## config.mk

```make
export PLATFORM = sky130hd
export DESIGN_NAME = ddr4_rcd_mrs_sequencer_flat
export DESIGN_NICKNAME = d
export VERILOG_FILES = /design/src/rtl/ddr4_rcd_ctrl_pkg.sv /design/src/rtl/ddr4_rcd_mrs_sequencer_if.sv /design/src/rtl/ddr4_mrs_encode.sv /design/src/rtl/ddr4_rcd_mrs_sequencer.sv /design/src/flat_wrapper.sv
export SDC_FILE = /design/constraint.sdc
export NUM_CORES = 1
export LEC_CHECK = 0
export CAP_MARGIN = 20
export CORE_ASPECT_RATIO = 0.8
export CORE_MARGIN = 5
export CORE_UTILIZATION = 40
export CTS_BUF_LIST = sky130_fd_sc_hd__clkbuf_4 sky130_fd_sc_hd__clkbuf_8 sky130_fd_sc_hd__clkbuf_16
export DETAILED_ROUTE_END_ITERATION = 10
export PLACE_DENSITY = 0.88
export SLEW_MARGIN = 20
export SYNTH_ARGS = -nofsm -noshare
export SYNTH_HDL_FRONTEND = slang
export SYNTH_SLANG_ARGS = --single-unit
```

## constraint.sdc

```tcl
create_clock -name CK_t -period 2.1 [get_ports CK_t]
set_input_delay 0.42 -clock CK_t [delete_from_list [all_inputs] [get_ports CK_t]]
set_output_delay 0.42 -clock CK_t [all_outputs]
set_load 0.01 [all_outputs]
```

## src/rtl/ddr4_rcd_ctrl_pkg.sv

```systemverilog
// Shared types and constants for the DDR4 RCD mode-register sequencer:
// FSM states, power-up MR order, side-B inversion mask and the rank-1 CA mirror.
package ddr4_rcd_ctrl_pkg;

  typedef enum logic [2:0] {
    ST_RST_HOLD,
    ST_CKE_WAIT,
    ST_MRS_CMD,
    ST_MRS_GAP,
    ST_IDLE,
    ST_REQ_CMD,
    ST_REQ_GAP
  } state_e;

  localparam logic [2:0] MR_ORDER [0:6] = '{3'd3, 3'd6, 3'd5, 3'd4, 3'd2, 3'd1, 3'd0};

  localparam logic [17:0] SIDE_B_INV_MASK = 18'h22BF8;

  typedef struct packed {
    logic [17:0] da;
    logic [1:0]  dba;
    logic [1:0]  dbg;
  } ca_t;

  // Odd ranks are wired with these address/bank pins exchanged on the DIMM.
  function automatic ca_t mirror_ca(input ca_t c);
    ca_t m;
    m        = c;
    m.dba[0] = c.dba[1];
    m.dba[1] = c.dba[0];
    m.dbg[0] = c.dbg[1];
    m.dbg[1] = c.dbg[0];
    m.da[3]  = c.da[4];
    m.da[4]  = c.da[3];
    m.da[5]  = c.da[6];
    m.da[6]  = c.da[5];
    m.da[7]  = c.da[8];
    m.da[8]  = c.da[7];
    m.da[11] = c.da[13];
    m.da[13] = c.da[11];
    return m;
  endfunction

endpackage

```

## src/rtl/ddr4_rcd_mrs_sequencer_if.sv

```systemverilog
// Runtime MRS request handshake plus the RCD-side command bus of the sequencer.
// The slave modport is the sequencer; the master modport is the requester/observer.
interface ddr4_rcd_mrs_sequencer_if;

  logic        req_valid;
  logic        req_ready;
  logic [2:0]  req_mr;
  logic        req_rank;
  logic [1:0]  req_side;
  logic [17:0] req_data;
  logic        init_done;

  logic        DRST_n;
  logic [1:0]  DCKE;
  logic        DCS0_n;
  logic        DCS1_n;
  logic        DACT_n;
  logic [17:0] DA;
  logic [1:0]  DBA;
  logic [1:0]  DBG;
  logic [1:0]  DODT;
  logic        DPAR;

  modport slave (
    input  req_valid, req_mr, req_rank, req_side, req_data,
    output req_ready, init_done,
    output DRST_n, DCKE, DCS0_n, DCS1_n, DACT_n, DA, DBA, DBG, DODT, DPAR
  );

  modport master (
    output req_valid, req_mr, req_rank, req_side, req_data,
    input  req_ready, init_done,
    input  DRST_n, DCKE, DCS0_n, DCS1_n, DACT_n, DA, DBA, DBG, DODT, DPAR
  );

endinterface

```

## src/rtl/ddr4_mrs_encode.sv

```systemverilog
// Combinational MRS encoder: side-B inversion, rank-1 mirroring, chip select and parity.
// Parity is generated only when DDR4_RCD_CMD_PARITY_EN is defined, otherwise tied low.
module ddr4_mrs_encode
  import ddr4_rcd_ctrl_pkg::*;
#(
  parameter bit MIRROR_EN = 1'b0
) (
  input  logic [2:0]  i_mr,
  input  logic [17:0] i_val,
  input  logic        i_side_b,
  input  logic        i_rank,
  output logic        o_cs0_n,
  output logic        o_cs1_n,
  output logic [17:0] o_da,
  output logic [1:0]  o_dba,
  output logic [1:0]  o_dbg,
  output logic        o_par
);

  ca_t w_raw;
  ca_t w_ca;

  always_comb begin
    w_raw.da        = i_side_b ? (i_val ^ SIDE_B_INV_MASK) : i_val;
    w_raw.da[16:14] = 3'b000;
    w_raw.dba       = i_side_b ? ~i_mr[1:0] : i_mr[1:0];
    w_raw.dbg       = i_side_b ? {1'b1, ~i_mr[2]} : {1'b0, i_mr[2]};
    w_ca            = (MIRROR_EN && i_rank) ? mirror_ca(w_raw) : w_raw;
  end

  assign o_cs0_n = i_rank;
  assign o_cs1_n = ~i_rank;
  assign o_da    = w_ca.da;
  assign o_dba   = w_ca.dba;
  assign o_dbg   = w_ca.dbg;

`ifdef DDR4_RCD_CMD_PARITY_EN
  // Even parity over the command, DACT_n is always 1 for MRS.
  assign o_par = ^{1'b1, w_ca.da, w_ca.dba, w_ca.dbg};
`else
  assign o_par = 1'b0;
`endif

endmodule

```

## src/rtl/ddr4_rcd_mrs_sequencer.sv

```systemverilog
// DDR4 RCD power-up and runtime MRS sequencer; all RCD command outputs are registered.
// Optional command parity: define DDR4_RCD_CMD_PARITY_EN (handled in ddr4_mrs_encode).
module ddr4_rcd_mrs_sequencer
  import ddr4_rcd_ctrl_pkg::*;
#(
  parameter int    NUM_RANKS    = 2,
  parameter int    T_RST_CYC    = 200,
  parameter int    T_CKE_CYC    = 500,
  parameter int    T_MRD        = 8,
  parameter int    T_MOD        = 24,
  parameter string MC_CA_MIRROR = "OFF"
) (
  input  logic                        CK_t,
  input  logic                        RST_n,
  input  logic [125:0]                MR_INIT,
  ddr4_rcd_mrs_sequencer_if.slave     bus
);

  localparam bit   MIRROR_EN = (MC_CA_MIRROR == "ON");
  localparam logic RANK_LAST = (NUM_RANKS > 1);
  localparam int   MAX_A     = (T_RST_CYC > T_CKE_CYC) ? T_RST_CYC : T_CKE_CYC;
  localparam int   MAX_B     = (T_MRD > T_MOD) ? T_MRD : T_MOD;
  localparam int   CNT_W     = $clog2(((MAX_A > MAX_B) ? MAX_A : MAX_B) + 1);

  localparam logic [CNT_W-1:0] LD_RST = CNT_W'(T_RST_CYC);
  localparam logic [CNT_W-1:0] LD_CKE = CNT_W'(T_CKE_CYC - 1);
  localparam logic [CNT_W-1:0] LD_MRD = CNT_W'(T_MRD - 1);
  localparam logic [CNT_W-1:0] LD_MOD = CNT_W'(T_MOD - 1);

  state_e           r_state;
  logic [CNT_W-1:0] r_cnt;
  logic [2:0]       r_mr_idx;
  logic             r_side;
  logic             r_rank;
  logic             r_last;
  logic [1:0]       r_sides;

  logic [2:0]       r_req_mr;
  logic             r_req_rank;
  logic [17:0]      r_req_data;

  logic             r_drst_n;
  logic [1:0]       r_dcke;
  logic             r_dcs0_n;
  logic             r_dcs1_n;
  logic [17:0]      r_da;
  logic [1:0]       r_dba;
  logic [1:0]       r_dbg;
  logic             r_dpar;
  logic             r_init_done;
  logic             r_req_ready;

  logic [17:0]      w_mr_init [0:7];
  logic [2:0]       w_enc_mr;
  logic [17:0]      w_enc_val;
  logic             w_enc_side_b;
  logic             w_enc_rank;
  logic             w_cs0_n;
  logic             w_cs1_n;
  logic [17:0]      w_da;
  logic [1:0]       w_dba;
  logic [1:0]       w_dbg;
  logic             w_par;
  logic             w_pu_last;
  logic             w_accept;

  always_comb begin
    for (int i = 0; i < 7; i++) w_mr_init[i] = MR_INIT[18*i +: 18];
    w_mr_init[7] = '0;
  end

  // Runtime commands come from the latched request, power-up ones from the MR table.
  always_comb begin
    w_enc_mr     = MR_ORDER[r_mr_idx];
    w_enc_val    = w_mr_init[w_enc_mr];
    w_enc_side_b = r_side;
    w_enc_rank   = r_rank;
    if (r_state == ST_REQ_CMD) begin
      w_enc_mr     = r_req_mr;
      w_enc_val    = r_req_data;
      w_enc_side_b = ~r_sides[0];
      w_enc_rank   = r_req_rank;
    end
  end

  ddr4_mrs_encode #(.MIRROR_EN(MIRROR_EN)) u_enc (
    .i_mr     (w_enc_mr),
    .i_val    (w_enc_val),
    .i_side_b (w_enc_side_b),
    .i_rank   (w_enc_rank),
    .o_cs0_n  (w_cs0_n),
    .o_cs1_n  (w_cs1_n),
    .o_da     (w_da),
    .o_dba    (w_dba),
    .o_dbg    (w_dbg),
    .o_par    (w_par)
  );

  assign w_pu_last = r_side & (r_mr_idx == 3'd6) & (r_rank == RANK_LAST);
  assign w_accept  = (r_state == ST_IDLE) & bus.req_valid;

  always_ff @(posedge CK_t) begin
    if (w_accept) begin
      r_req_mr   <= bus.req_mr;
      r_req_rank <= bus.req_rank;
      r_req_data <= bus.req_data;
    end
  end

  always_ff @(posedge CK_t or negedge RST_n) begin
    if (!RST_n) begin
      r_state     <= ST_RST_HOLD;
      r_cnt       <= LD_RST;
      r_mr_idx    <= 3'd0;
      r_side      <= 1'b0;
      r_rank      <= 1'b0;
      r_last      <= 1'b0;
      r_sides     <= 2'b00;
      r_drst_n    <= 1'b0;
      r_dcke      <= 2'b00;
      r_dcs0_n    <= 1'b1;
      r_dcs1_n    <= 1'b1;
      r_da        <= '0;
      r_dba       <= 2'b00;
      r_dbg       <= 2'b00;
      r_dpar      <= 1'b0;
      r_init_done <= 1'b0;
      r_req_ready <= 1'b0;
    end else begin
      // Deselect unless a command state below overrides it.
      r_dcs0_n <= 1'b1;
      r_dcs1_n <= 1'b1;
      r_da     <= '0;
      r_dba    <= 2'b00;
      r_dbg    <= 2'b00;
      r_dpar   <= 1'b0;
      case (r_state)
        ST_RST_HOLD: begin
          if (r_cnt == '0) begin
            r_state  <= ST_CKE_WAIT;
            r_drst_n <= 1'b1;
            r_cnt    <= LD_CKE;
          end else begin
            r_cnt <= r_cnt - 1'b1;
          end
        end
        ST_CKE_WAIT: begin
          if (r_cnt == '0) begin
            r_state <= ST_MRS_CMD;
            r_dcke  <= 2'b11;
          end else begin
            r_cnt <= r_cnt - 1'b1;
          end
        end
        ST_MRS_CMD: begin
          r_dcs0_n <= w_cs0_n;
          r_dcs1_n <= w_cs1_n;
          r_da     <= w_da;
          r_dba    <= w_dba;
          r_dbg    <= w_dbg;
          r_dpar   <= w_par;
          r_last   <= w_pu_last;
          r_cnt    <= w_pu_last ? LD_MOD : LD_MRD;
          r_state  <= ST_MRS_GAP;
          if (r_side) begin
            r_side <= 1'b0;
            if (r_mr_idx == 3'd6) begin
              r_mr_idx <= 3'd0;
              r_rank   <= r_rank + 1'b1;
            end else begin
              r_mr_idx <= r_mr_idx + 3'd1;
            end
          end else begin
            r_side <= 1'b1;
          end
        end
        ST_MRS_GAP: begin
          if (r_cnt == '0) begin
            if (r_last) begin
              r_state     <= ST_IDLE;
              r_init_done <= 1'b1;
              r_req_ready <= 1'b1;
            end else begin
              r_state <= ST_MRS_CMD;
            end
          end else begin
            r_cnt <= r_cnt - 1'b1;
          end
        end
        ST_IDLE: begin
          if (bus.req_valid) begin
            r_state     <= ST_REQ_CMD;
            r_req_ready <= 1'b0;
            r_sides     <= bus.req_side;
          end
        end
        ST_REQ_CMD: begin
          if (r_sides == 2'b00) begin
            r_state     <= ST_IDLE;
            r_req_ready <= 1'b1;
          end else begin
            r_dcs0_n <= w_cs0_n;
            r_dcs1_n <= w_cs1_n;
            r_da     <= w_da;
            r_dba    <= w_dba;
            r_dbg    <= w_dbg;
            r_dpar   <= w_par;
            r_sides  <= r_sides[0] ? {r_sides[1], 1'b0} : 2'b00;
            r_cnt    <= (r_sides == 2'b11) ? LD_MRD : LD_MOD;
            r_state  <= ST_REQ_GAP;
          end
        end
        ST_REQ_GAP: begin
          if (r_cnt == '0) begin
            if (r_sides != 2'b00) begin
              r_state <= ST_REQ_CMD;
            end else begin
              r_state     <= ST_IDLE;
              r_req_ready <= 1'b1;
            end
          end else begin
            r_cnt <= r_cnt - 1'b1;
          end
        end
        default: r_state <= ST_RST_HOLD;
      endcase
    end
  end

  assign bus.DRST_n    = r_drst_n;
  assign bus.DCKE      = r_dcke;
  assign bus.DCS0_n    = r_dcs0_n;
  assign bus.DCS1_n    = r_dcs1_n;
  assign bus.DACT_n    = 1'b1;
  assign bus.DA        = r_da;
  assign bus.DBA       = r_dba;
  assign bus.DBG       = r_dbg;
  assign bus.DODT      = 2'b00;
  assign bus.DPAR      = r_dpar;
  assign bus.init_done = r_init_done;
  assign bus.req_ready = r_req_ready;

endmodule

```

## src/flat_wrapper.sv

```systemverilog
// flat-port wrapper written by rule: the top's interface ports become plain ports
module ddr4_rcd_mrs_sequencer_flat import ddr4_rcd_ctrl_pkg::*;
#(
  parameter int    NUM_RANKS    = 2,
  parameter int    T_RST_CYC    = 200,
  parameter int    T_CKE_CYC    = 500,
  parameter int    T_MRD        = 8,
  parameter int    T_MOD        = 24,
  parameter string MC_CA_MIRROR = "   "
)
  (CK_t, RST_n, MR_INIT, bus_req_valid, bus_req_mr, bus_req_rank, bus_req_side, bus_req_data, bus_req_ready, bus_init_done, bus_DRST_n, bus_DCKE, bus_DCS0_n, bus_DCS1_n, bus_DACT_n, bus_DA, bus_DBA, bus_DBG, bus_DODT, bus_DPAR);
  ddr4_rcd_mrs_sequencer_if bus_i ();
  input  logic CK_t;
  input  logic RST_n;
  input  logic [125:0] MR_INIT;
  input wire logic [$bits(bus_i.req_valid)-1:0] bus_req_valid;
  input wire logic [$bits(bus_i.req_mr)-1:0] bus_req_mr;
  input wire logic [$bits(bus_i.req_rank)-1:0] bus_req_rank;
  input wire logic [$bits(bus_i.req_side)-1:0] bus_req_side;
  input wire logic [$bits(bus_i.req_data)-1:0] bus_req_data;
  output wire logic [$bits(bus_i.req_ready)-1:0] bus_req_ready;
  output wire logic [$bits(bus_i.init_done)-1:0] bus_init_done;
  output wire logic [$bits(bus_i.DRST_n)-1:0] bus_DRST_n;
  output wire logic [$bits(bus_i.DCKE)-1:0] bus_DCKE;
  output wire logic [$bits(bus_i.DCS0_n)-1:0] bus_DCS0_n;
  output wire logic [$bits(bus_i.DCS1_n)-1:0] bus_DCS1_n;
  output wire logic [$bits(bus_i.DACT_n)-1:0] bus_DACT_n;
  output wire logic [$bits(bus_i.DA)-1:0] bus_DA;
  output wire logic [$bits(bus_i.DBA)-1:0] bus_DBA;
  output wire logic [$bits(bus_i.DBG)-1:0] bus_DBG;
  output wire logic [$bits(bus_i.DODT)-1:0] bus_DODT;
  output wire logic [$bits(bus_i.DPAR)-1:0] bus_DPAR;
  assign bus_i.req_valid = bus_req_valid;
  assign bus_i.req_mr = bus_req_mr;
  assign bus_i.req_rank = bus_req_rank;
  assign bus_i.req_side = bus_req_side;
  assign bus_i.req_data = bus_req_data;
  assign bus_req_ready = bus_i.req_ready;
  assign bus_init_done = bus_i.init_done;
  assign bus_DRST_n = bus_i.DRST_n;
  assign bus_DCKE = bus_i.DCKE;
  assign bus_DCS0_n = bus_i.DCS0_n;
  assign bus_DCS1_n = bus_i.DCS1_n;
  assign bus_DACT_n = bus_i.DACT_n;
  assign bus_DA = bus_i.DA;
  assign bus_DBA = bus_i.DBA;
  assign bus_DBG = bus_i.DBG;
  assign bus_DODT = bus_i.DODT;
  assign bus_DPAR = bus_i.DPAR;
  ddr4_rcd_mrs_sequencer #(.NUM_RANKS(NUM_RANKS), .T_RST_CYC(T_RST_CYC), .T_CKE_CYC(T_CKE_CYC), .T_MRD(T_MRD), .T_MOD(T_MOD), .MC_CA_MIRROR(MC_CA_MIRROR)) u_core (.CK_t(CK_t), .RST_n(RST_n), .MR_INIT(MR_INIT), .bus(bus_i));
endmodule
```

==> results.txt <==
----------------------------------------------------
[Min path]
  Hold WC Path Type ... in -> async

[Timing]
  Shortest period the worst path allows ... roughly 2000 ps
  Crit share post-route ... 92.88%
  Post-Route Setup TNS ... 0 ps
  Unrepaired setup endpoints after global routing ... false
  Max_slew headroom ... 59.76%
  Crit path setup slack, layout ... 149.6 ps
  Fmax ... 512.7 MHz
  Final Setup Violations ... 0
  Final count of pins violating max slew ... 0
  Final hold viol count ... 0
  Measured slew at the worst slew-check pin ... a little over 600 ps
  Final worst hold slack ... between 150 and 200 ps
  Clock tree skew after final layout ... 6.062 ps

[Route]
  Post-detailed-route wirelength per cell ... ~19 um
  Via density ... 5.646
  Starting DRT DRC Count ... approximately 340
  Detailed-route DRC error count ... 0
  Post-route ant nets ... 0
  Vias after detailed routing ... 3992
  DRT Pass-1 Iters ... 5
  Overall routed net length ... 13470 um

[Setup path]
  Critical-path maximum fanout ... 5
  Crit end category ... register
  Crit start category ... register
  Required time of the critical path ... 2340 ps
  Worst Setup Path Type ... reg -> reg
  Endpoint arrival time on the critical path ... approximately 2200 ps

[Clocking]
  Hold-fix buffers, CTS ... 0
  Num Clock Sinks ... 64
  CTS tree ... built
  Deepest level of the CTS H-tree ... 3
  Clock latency of the later-clocked register in the worst-skew pair ... 330 ps
  Clock buffers created by TritonCTS ... 9
  Clock transition at the registers of the reported paths ... about 60 ps
  Number of buffers on the longest clock path ... 2
  Buffer cell driving the clock tree root ... sky130_fd_sc_hd__clkbuf_16

[Synthesis]
  Commonest cells in the synthesized netlist ... sky130_fd_sc_hd__nor2_1 (49), sky130_fd_sc_hd__dfrtp_1 (40), sky130_fd_sc_hd__mux2i_1 (31)
  Cell count after synthesis ... 398
  Yosys reg bits ... 64
  Leading area contributor after synthesis ... sky130_fd_sc_hd__dfrtp_1
  Most area-consuming cells after synthesis ... sky130_fd_sc_hd__dfrtp_1 (25%), sky130_fd_sc_hd__edfxtp_1 (14%), sky130_fd_sc_hd__mux2i_1 (7.7%)
  Syn_area_per_cell ... 10.13 um^2
  Number of distinct standard cells referenced by the synthesized netlist ... 70
  Synth Warn # ... 0
  Register area share after synthesis ... 42.24%
  Async set-reset flop share out of synthesis ... around 70%
  Number of synthesized flops with an enable pin ... 19
  Most repeated cell in the gate-level netlist after synthesis ... sky130_fd_sc_hd__nor2_1
  Main synth FF type ... sky130_fd_sc_hd__dfrtp_1
  Area share of the largest cell type after synthesis ... 24.83%
  Post-Syn Area ... 4031 um^2

[GRT]
  Global route overflow ... 0
  Number of global-route vias before repair ... 4017
  Initial antenna violation count ... 0
  Wire length of the first global-routing pass ... 20570 um
  Largest net degree at the start of global routing ... 46
  GRT Overall Usage ... 21.61%

[Final layout]
  Share of layout cells above drive strength 1 ... 15.94%
  Layout Area Growth over Synthesis ... 53.10%
  Finished Cell Area ... 6172 um^2
  Net count of the finished layout ... 720
  Number of antenna diodes ... 0

[Placement]
  Final RePlAce weighted congestion ... 0.9575
  PortBufs ... 154
  DP Area ... between 5000 and 6000 um^2
  Placed wire-length estimate after detailed placement ... 10230 um
  Post-Place Setup Slack ... about 19 ps

[Die]
  Number of top-level pins ... approximately 190
  Num rows ... 32
  Die extent in x ... 122.2 um
  Overall die area ... 12200 um^2
  Initial standard-cell utilization of the core ... 41.44%
  Die height ... 99.79 um
  Floorplan core area ... roughly 10000 um^2

[Pwr]
  Worst VDD drop ... around 600 uV
  Total chip power ... 3.352 mW
  Total leakage power ... 2.601 nW
  Pwr dens ... around 540 nW/um^2

[Status]
  Run status ... completed

[Flow run]
  Max-cap violations ... 0

----------------------------------------------------
sequential cells by signal, indices dropped and copies added (netlist names), 2 cells and up:
name	flops
u_core.r_cnt	9
u_core.bus.DA	15
u_core.bus.DBG	2
u_core.r_req_data	15
u_core.r_req_mr	3
u_core.r_mr_idx	3
u_core.bus.DBA	2
u_core.r_state	3
u_core.r_sides	2
report_power, final:
part           leakage, nW  internal, mW  switching, mW
logic                 1.69         0.250         0.0986
registers            0.745          1.29              0
clock network        0.164          1.16          0.557
cell usage in the layout (no fill, tap or decap), drive strengths merged, types with 3 or more instances in the layout:
master | netlist | final
clkdlybuf4s50 | 0 | 153
nor2 | 51 | 51
dfrtp | 40 | 40
buf | 27 | 35
mux2i | 31 | 31
nand2 | 22 | 22
a21oi | 21 | 21
edfxtp | 19 | 19
o21ai | 14 | 14
inv | 11 | 12
mux2 | 11 | 11
o22ai | 11 | 11
a22oi | 11 | 11
clkbuf | 9 | 9
a221o | 8 | 8
o32ai | 8 | 8
o211ai | 7 | 7
conb | 2 | 7
nand3 | 6 | 6
nand2b | 6 | 6
xor2 | 5 | 5
dfstp | 5 | 5
o221ai | 4 | 4
nor2b | 4 | 4
a21o | 4 | 4
a222oi | 4 | 4
o211a | 4 | 4
a31oi | 4 | 4
nor3b | 4 | 4
nand3b | 3 | 3
xnor2 | 3 | 3
and3 | 3 | 3
bufinv | 0 | 3
nor3 | 3 | 3
a221oi | 3 | 3
worst max-delay path: stages, from the launching register on:
cell and delay, ps:
sky130_fd_sc_hd__dfrtp_1 390, sky130_fd_sc_hd__inv_1 110, sky130_fd_sc_hd__ha_4 160, sky130_fd_sc_hd__or3b_2 480
sky130_fd_sc_hd__nor3b_2 240, sky130_fd_sc_hd__buf_4 180, sky130_fd_sc_hd__a221oi_1 80, sky130_fd_sc_hd__o22ai_1 200
cell type report:
| class | instances | area (um^2) |
|---|---|---|
| sequential | 64 | 1704 |
| inverter | 11 | 41.29 |
| clock buffer | 9 | 225.2 |
| multi-input combinational | 292 | 2117 |
| tap | 136 | 170.2 |
| fill | 750 | 3557 |
| timing repair buffer | 188 | 1795 |
| clock inverter | 7 | 118.9 |
per-stage QoR:
| stage | cells | utilization [%] |
|---|---|---|
| finish | 707 | 63.44 |
| global route | 707 | 63.44 |
| CTS | 704 | 62.94 |
| detailed placement | 688 | 59.40 |
| global placement | 688 | 59.40 |
| floorplan | 403 | - |
repair_timing:
| item | CTS | global route |
|---|---|---|
| setup endpoints to repair | 0 | 16 |
| endpoints found under the hold margin | 0 | 0 |
| setup buffers | 0 | 3 |
| resized for setup | 0 | 7 |
final timing paths:
kind                                      start              endpoint  slack, ps  cells past startpoint
setup / recovery                u_core.r_cnt[0]     u_core.r_state[0]        150                      7
hold / removal                            RST_n     u_core.bus.DA[10]        170                      2
setup reg to reg                u_core.r_cnt[0]     u_core.r_state[0]        150                      7
hold reg to reg            u_core.bus.init_done  u_core.bus.init_done        470                      1
max in group asynchronous                 RST_n    u_core.r_mr_idx[1]       1470                      2
min in group CK_t          u_core.bus.init_done  u_core.bus.init_done        470                      1
cells by family after synthesis:
| kind of cell | share of synthesized area [%] |
|---|---|
| fa+ha+maj | 0.3103 |
| simple gates | 14.71 |
| buf+inv | 6.238 |
| other cells | 0.1863 |
| mux | 11.33 |
| compound gates | 23.25 |
| xor+xnor | 1.738 |
| flops | 42.24 |
per-layer routing:
| layer | part of all wire (%) | track usage, % |
|---|---|---|
| met5 | 0 | 0 |
| met4 | 2.0 | 5.680 |
| met3 | 9.3 | 6.592 |
| met2 | 49 | 37.33 |
| met1 | 40 | 26.35 |
(Power assumes the default switching activity.)
